### src/rtl/accum_cpu_ng.sv
// rtl/accum_cpu_ng.sv - accumulator CPU: one command per handshake, register file, pointer, Z/C flags, store port
// Illegal opcodes or register selects jam the core until reset.
module accum_cpu_ng #(
  parameter int DATA_W = 8,
  parameter int ADDR_W = 4,
  parameter int NREGS  = 4
) (
  input  logic              clk,
  input  logic              rstn,
  input  logic              cmd_valid,
  output logic              cmd_ready,
  input  logic [7:0]        cmd,
  input  logic [DATA_W-1:0] arg,
  output logic              wr_valid,
  input  logic              wr_ready,
  output logic [ADDR_W-1:0] wr_addr,
  output logic [DATA_W-1:0] wr_data,
  output logic              flag_z,
  output logic              flag_c,
  output logic              jam,
  output logic [7:0]        jam_cmd
);

  typedef enum logic [1:0] {ST_RUN, ST_STORE, ST_JAM} state_t;

  state_t              state, state_nxt;
  logic [DATA_W-1:0]   regs [4];
  logic [ADDR_W-1:0]   ptr;
  logic [3:0]          op;
  logic [1:0]          sel;
  logic                illegal;
  logic                fire;
  logic [DATA_W-1:0]   cur;
  logic [DATA_W-1:0]   res;
  logic [DATA_W:0]     sum;
  logic                c_nxt;
  logic                wr_reg;

  assign op      = cmd[7:4];
  assign sel     = cmd[1:0];
  assign illegal = (op > 4'h8) || ({1'b0, sel} >= 3'(NREGS));
  assign fire    = cmd_valid & cmd_ready;
  assign cur     = regs[sel];

  always_ff @(posedge clk) begin
    if (!rstn) state <= ST_RUN;
    else       state <= state_nxt;
  end

  always_comb begin
    state_nxt = state;
    case (state)
      ST_RUN: begin
        if (fire) begin
          if (illegal)         state_nxt = ST_JAM;
          else if (op == 4'h6) state_nxt = ST_STORE;
        end
      end
      ST_STORE: if (wr_ready) state_nxt = ST_RUN;
      ST_JAM:   state_nxt = ST_JAM;
      default:  state_nxt = ST_RUN;
    endcase
  end

  always_comb begin
    cmd_ready = rstn & (state == ST_RUN);
    wr_valid  = (state == ST_STORE);
    jam       = (state == ST_JAM);
  end

  // The carry-in term is only live for ADC; ADD shares the same adder.
  always_comb begin
    res    = cur;
    c_nxt  = flag_c;
    wr_reg = 1'b0;
    sum    = {1'b0, cur} + {1'b0, arg} + {{DATA_W{1'b0}}, (op == 4'h8) & flag_c};
    case (op)
      4'h0: begin res = '0;   c_nxt = 1'b0; wr_reg = 1'b1; end
      4'h1: begin res = ~cur; wr_reg = 1'b1; end
      4'h2: begin res = arg;  wr_reg = 1'b1; end
      4'h4, 4'h8: begin {c_nxt, res} = sum; wr_reg = 1'b1; end
      4'h5: begin res = cur - arg; c_nxt = (arg > cur); wr_reg = 1'b1; end
      default: ;
    endcase
  end

  always_ff @(posedge clk) begin
    if (!rstn) begin
      for (int i = 0; i < 4; i++) regs[i] <= '0;
      ptr     <= '0;
      flag_z  <= 1'b0;
      flag_c  <= 1'b0;
      jam_cmd <= '0;
      wr_addr <= '0;
      wr_data <= {(DATA_W/2){2'b01}};
    end else if (fire) begin
      if (illegal) begin
        jam_cmd <= cmd;
        wr_addr <= '0;
        wr_data <= '1;
      end else begin
        if (wr_reg) begin
          regs[sel] <= res;
          flag_z    <= (res == '0);
          flag_c    <= c_nxt;
        end
        if (op == 4'h3) ptr <= ADDR_W'(arg);
        if (op == 4'h6) begin
          wr_addr <= ptr;
          wr_data <= cur;
          if (cmd[2]) ptr <= ptr + 1'b1;
        end
      end
    end
  end

endmodule

### config.mk
export PLATFORM = sky130hd
export DESIGN_NAME = accum_cpu_ng
export DESIGN_NICKNAME = d
export VERILOG_FILES = /design/src/rtl/accum_cpu_ng.sv
export SDC_FILE = /design/constraint.sdc
export NUM_CORES = 1
export LEC_CHECK = 0
export ABC_AREA = 1
export BUFFER_PORTS_ARGS = -buffer_cell sky130_fd_sc_hd__buf_2
export CAP_MARGIN = 0
export CORE_AREA = 2 2 82 84
export DETAILED_ROUTE_END_ITERATION = 8
export DIE_AREA = 0 0 84 86
export PLACE_DENSITY = 0.79
export SETUP_SLACK_MARGIN = 0.5
export SLEW_MARGIN = 20
export SYNTH_ARGS = -nofsm -noshare
export SYNTH_HDL_FRONTEND = slang
export SYNTH_SLANG_ARGS = --single-unit
### constraint.sdc
create_clock -name clk -period 5.7 [get_ports clk]
set_input_delay 0.57 -clock clk [delete_from_list [all_inputs] [get_ports clk]]
set_output_delay 0.57 -clock clk [all_outputs]
set_load 0.02 [all_outputs]
==> impl_results.md <==
* Slew @ Worst Pin at between 0.4 and 0.5 ns
* Global route total overflow at 0
* Placed cell areas at about 4100 um^2
* TritonCTS buffer count at 9
* Initial antenna violation count at 0
* Setup crit end kind: flip-flop
* Fin. max-slew vios at 0
* H-tree level count at 3
* DP HPWL at 7.14 mm
* Initial Utilization at 0.617
* CP dominant cell by count: nand2_1
* Final period utilization at 0.533
* WP buf/inv at 4
* Reg2reg start: regs[1][2]$_SDFFCE_PN0P_
* Worst Hold Depth at 2
* Setup ws final at about 2.7 ns
* DIE HEIGHT at about 86 um
* Mapped cell area at between 3000 and 4000 um^2
* Launch point of the worst path: cmd[0]
* Worst Path Arrival at 3.12 ns
* Distinct cell type count after synthesis at 37
* ANT cells at 0
* Crit path depth at 18
* Ys flop type: edfxtp_1
* Crit Path Max Fanout at 22
* Status: completed
* Crit-path cells: buf_2 -> inv_2 -> nand2_1 -> nand3_1 -> nand2_1 -> inv_1 -> fa_1 -> inv_1 -> fa_1 -> nand2_1 -> nand2_1 -> nand3_1 -> nand2_1 -> nand2_1 -> nand3_1 -> nand4_1 -> nand2_1 -> nor2_1
* R2r worst-path depth at 14
* I/O pin total at 45
* R2r setup slk at approximately 3.1 ns
* Maximum clock path buffer count at 2
* Share of post-route cells with drive strength above 1 at 0.165
* Register area share after synthesis at 0.393
* Yosys top cell by area: edfxtp_1
* Worst-case vdd ir drop at 0.000185 V
* Drt drc at 0
* Total GRT Usage at 0.282
* Worst skew pair latency at ~0.34 ns
* DR pass1 iterations at 6
* Pwr per Cell Area at 248 nW/um^2
* Synth area leaders: edfxtp_1 25%, dfxtp_1 14%, nand2_1 11%
* Clk slew on worst S/H paths at 0.07 ns
* Post-cts resize count at 0
* Die width at 84 um
* Postcts setup bufs at 0
* Area Growth Syn to Fin at 11.4%
* First-pass GRT wire length at 16.1 mm
* CP max stage delay at slightly below 0.4 ns
* Kind of critical path: in2reg
* Post-synth top area share at 0.248
* Post-layout min period at 3.04 ns
* Unrepaired setup endpoints after global routing: false
* Post-synthesis average cell area at 7.35 um^2
* Clk sinks at 60
* Die area at around 7200 um^2
* Row count at 29
* Final hold viol count at 0
* Root Driver: clkbuf_8
* Finished Cell Area at 4320 um^2
* Final setup viols at 0
* Warnings from Yosys at 0
* Async set-reset flop share out of synthesis at 0
* Slew HR at 0.671
* Routability cong. at 0.901
* #FFs+latches synth at 60
* Post-synthesis cell count at 527
* DRT iter0 DRCs at 280
* Critical path endpoint: regs[1][6]$_SDFFCE_PN0P_
* Crit path max-delay family: simple AND/OR/NAND/NOR gates
* Routed WL per cell at 14.7 um
* Port Buf Inserts at 44
* Via Count at 3604
* F_max at ~0.33 GHz
* CTS tree: done
* Type of the worst min-delay path: in2reg
* Number of global-route vias before repair at 3447
* CP max stage cell: fa_1
* Worst EP required at ~5.8 ns
* Setup_tns at 0 ns
* Lkg Pwr at between 2 and 2.5 nW
* Max_cap viols at 0
* Synthesized net count at ~570
* Routed WL at 9.63 mm
* Pin count of the biggest net entering global routing at 23
* Fillers at 561
* Placeable Area at 6280 um^2
* Final #Nets at 612
* Capture point of the worst reg-to-reg path: regs[0][5]$_SDFFCE_PN0P_
* Dpl ws at roughly 2.4 ns
* Vias per inst at 5.52
* Worst setup SP type: primary input
* Skew final at 0.0127 ns
* Post-DRT Antenna Nets at 0
* EDFF count, synth at 32
* Cts hold-fix bufs at 0
==> synthesized netlist by cell type (2+ instances only) <==
| library cell | instances |
|---|---|
| clkbuf_1 | 3 |
| a31oi_1 | 2 |
| nor3_1 | 3 |
| ha_1 | 18 |
| a311oi_1 | 2 |
| nor2_1 | 71 |
| buf_4 | 2 |
| dfxtp_1 | 28 |
| nand2_2 | 7 |
| nor2_4 | 8 |
| a21oi_1 | 32 |
| nand2_1 | 111 |
| o21ai_1 | 2 |
| inv_1 | 77 |
| buf_2 | 6 |
| o211ai_1 | 4 |
| nand4_1 | 5 |
| inv_2 | 10 |
| edfxtp_1 | 32 |
| o21bai_1 | 3 |
| o21ai_0 | 23 |
| nand3_1 | 54 |
| nor2_2 | 8 |
| fa_1 | 3 |
==> state kept, by name, indices dropped and copies added (netlist names) <==
register  cells
wr_data       8
ptr           4
flag_z        1
state         2
flag_c        1
regs         32
jam_cmd       8
wr_addr       4
==> cells in the final DEF (no fill, tap or decap), types with 9 or more instances in the layout <==
cell and n:
dfxtp_1 28, ha_1 18, inv_1 77, nand3_1 54
nand2_1 111, clkbuf_8 9, buf_2 44, o21ai_0 23
edfxtp_1 32, nor2_1 71, inv_2 10, a21oi_1 32
==> worst register-to-register path, cell delays in order (launching register included) <==
cell and delay (ns):
edfxtp_1 0.36, nand2_1 0.07, o21ai_0 0.11, nand2_1 0.13
nand2_1 0.15, ha_1 0.50, inv_1 0.12, a21oi_1 0.18
nand2_1 0.12, nand2_1 0.11, nand3_1 0.07, nand3_1 0.12
nand4_1 0.12, inv_1 0.14, nor2_1 0.06
==> routing by layer <==
metal / wire (um) / vias up / global-route usage
li1: - / 1790 / -
met1: 4290 / 1642 / 0.361
met2: 4610 / 153 / 0.487
met3: 576 / 19 / 0.0529
met4: 145 / 0 / 0.0894
met5: 0 / - / 0
==> area by class of cell <==
type	count	area (um^2)	area share
Clock buffer	11	131	0.0304
Multi-Input combinational cell	368	1960	0.454
Sequential cell	60	1520	0.353
Tap cell	77	96.3	0.0223
Inverter	87	327	0.0757
Clock inverter	5	53.8	0.0125
Timing Repair Buffer	45	228	0.0528
==> through the flow <==
stage / hold WS (ns) / utilization / cells / power (W)
4_1_cts: 0.417 / 0.687 / 653 / 0.00107
3_5_place_dp: 0.450 / 0.658 / 637 / 0.000712
5_1_grt: 0.426 / 0.687 / 653 / 0.00112
3_3_place_gp: 0.444 / 0.658 / 637 / 0.000712
2_1_floorplan: 0.442 / - / 527 / 0.000652
6_report: 0.421 / 0.687 / 653 / 0.00107
==> power by group <==
group / total [W] / internal, W / leakage (nW) / switching, W
Combinational: 0.000230 / 0.0000700 / 1.45 / 0.000160
Clock: 0.000364 / 0.000200 / 0.0870 / 0.000164
Sequential: 0.000479 / 0.000472 / 0.559 / 0.00000670
==> kinds of logic (layout without fill, tap and decap cells) <==
family	after synthesis	in the layout	synth area share
buf+inv	99	148	0.102
compound gates	75	75	0.112
simple gates	270	270	0.316
flops	60	60	0.393
xor+xnor	2	2	0.00452
fa+ha+maj	21	21	0.0736
==> worst min path at each step <==
stage	start	end	slack, ns
global placement	wr_addr[3]$_SDFFE_PN0P_	wr_addr[3]$_SDFFE_PN0P_	0.44
finish	wr_ready	state[0]$_SDFFE_PN0P_	0.42
global route	wr_ready	state[0]$_SDFFE_PN0P_	0.43
detailed placement	wr_addr[1]$_SDFFE_PN0P_	wr_addr[1]$_SDFFE_PN0P_	0.45
CTS	wr_ready	state[0]$_SDFFE_PN0P_	0.42
floorplan	ptr[3]$_SDFFE_PN0P_	ptr[3]$_SDFFE_PN0P_	0.44
Note: power is estimated with default switching activity, not from simulation.
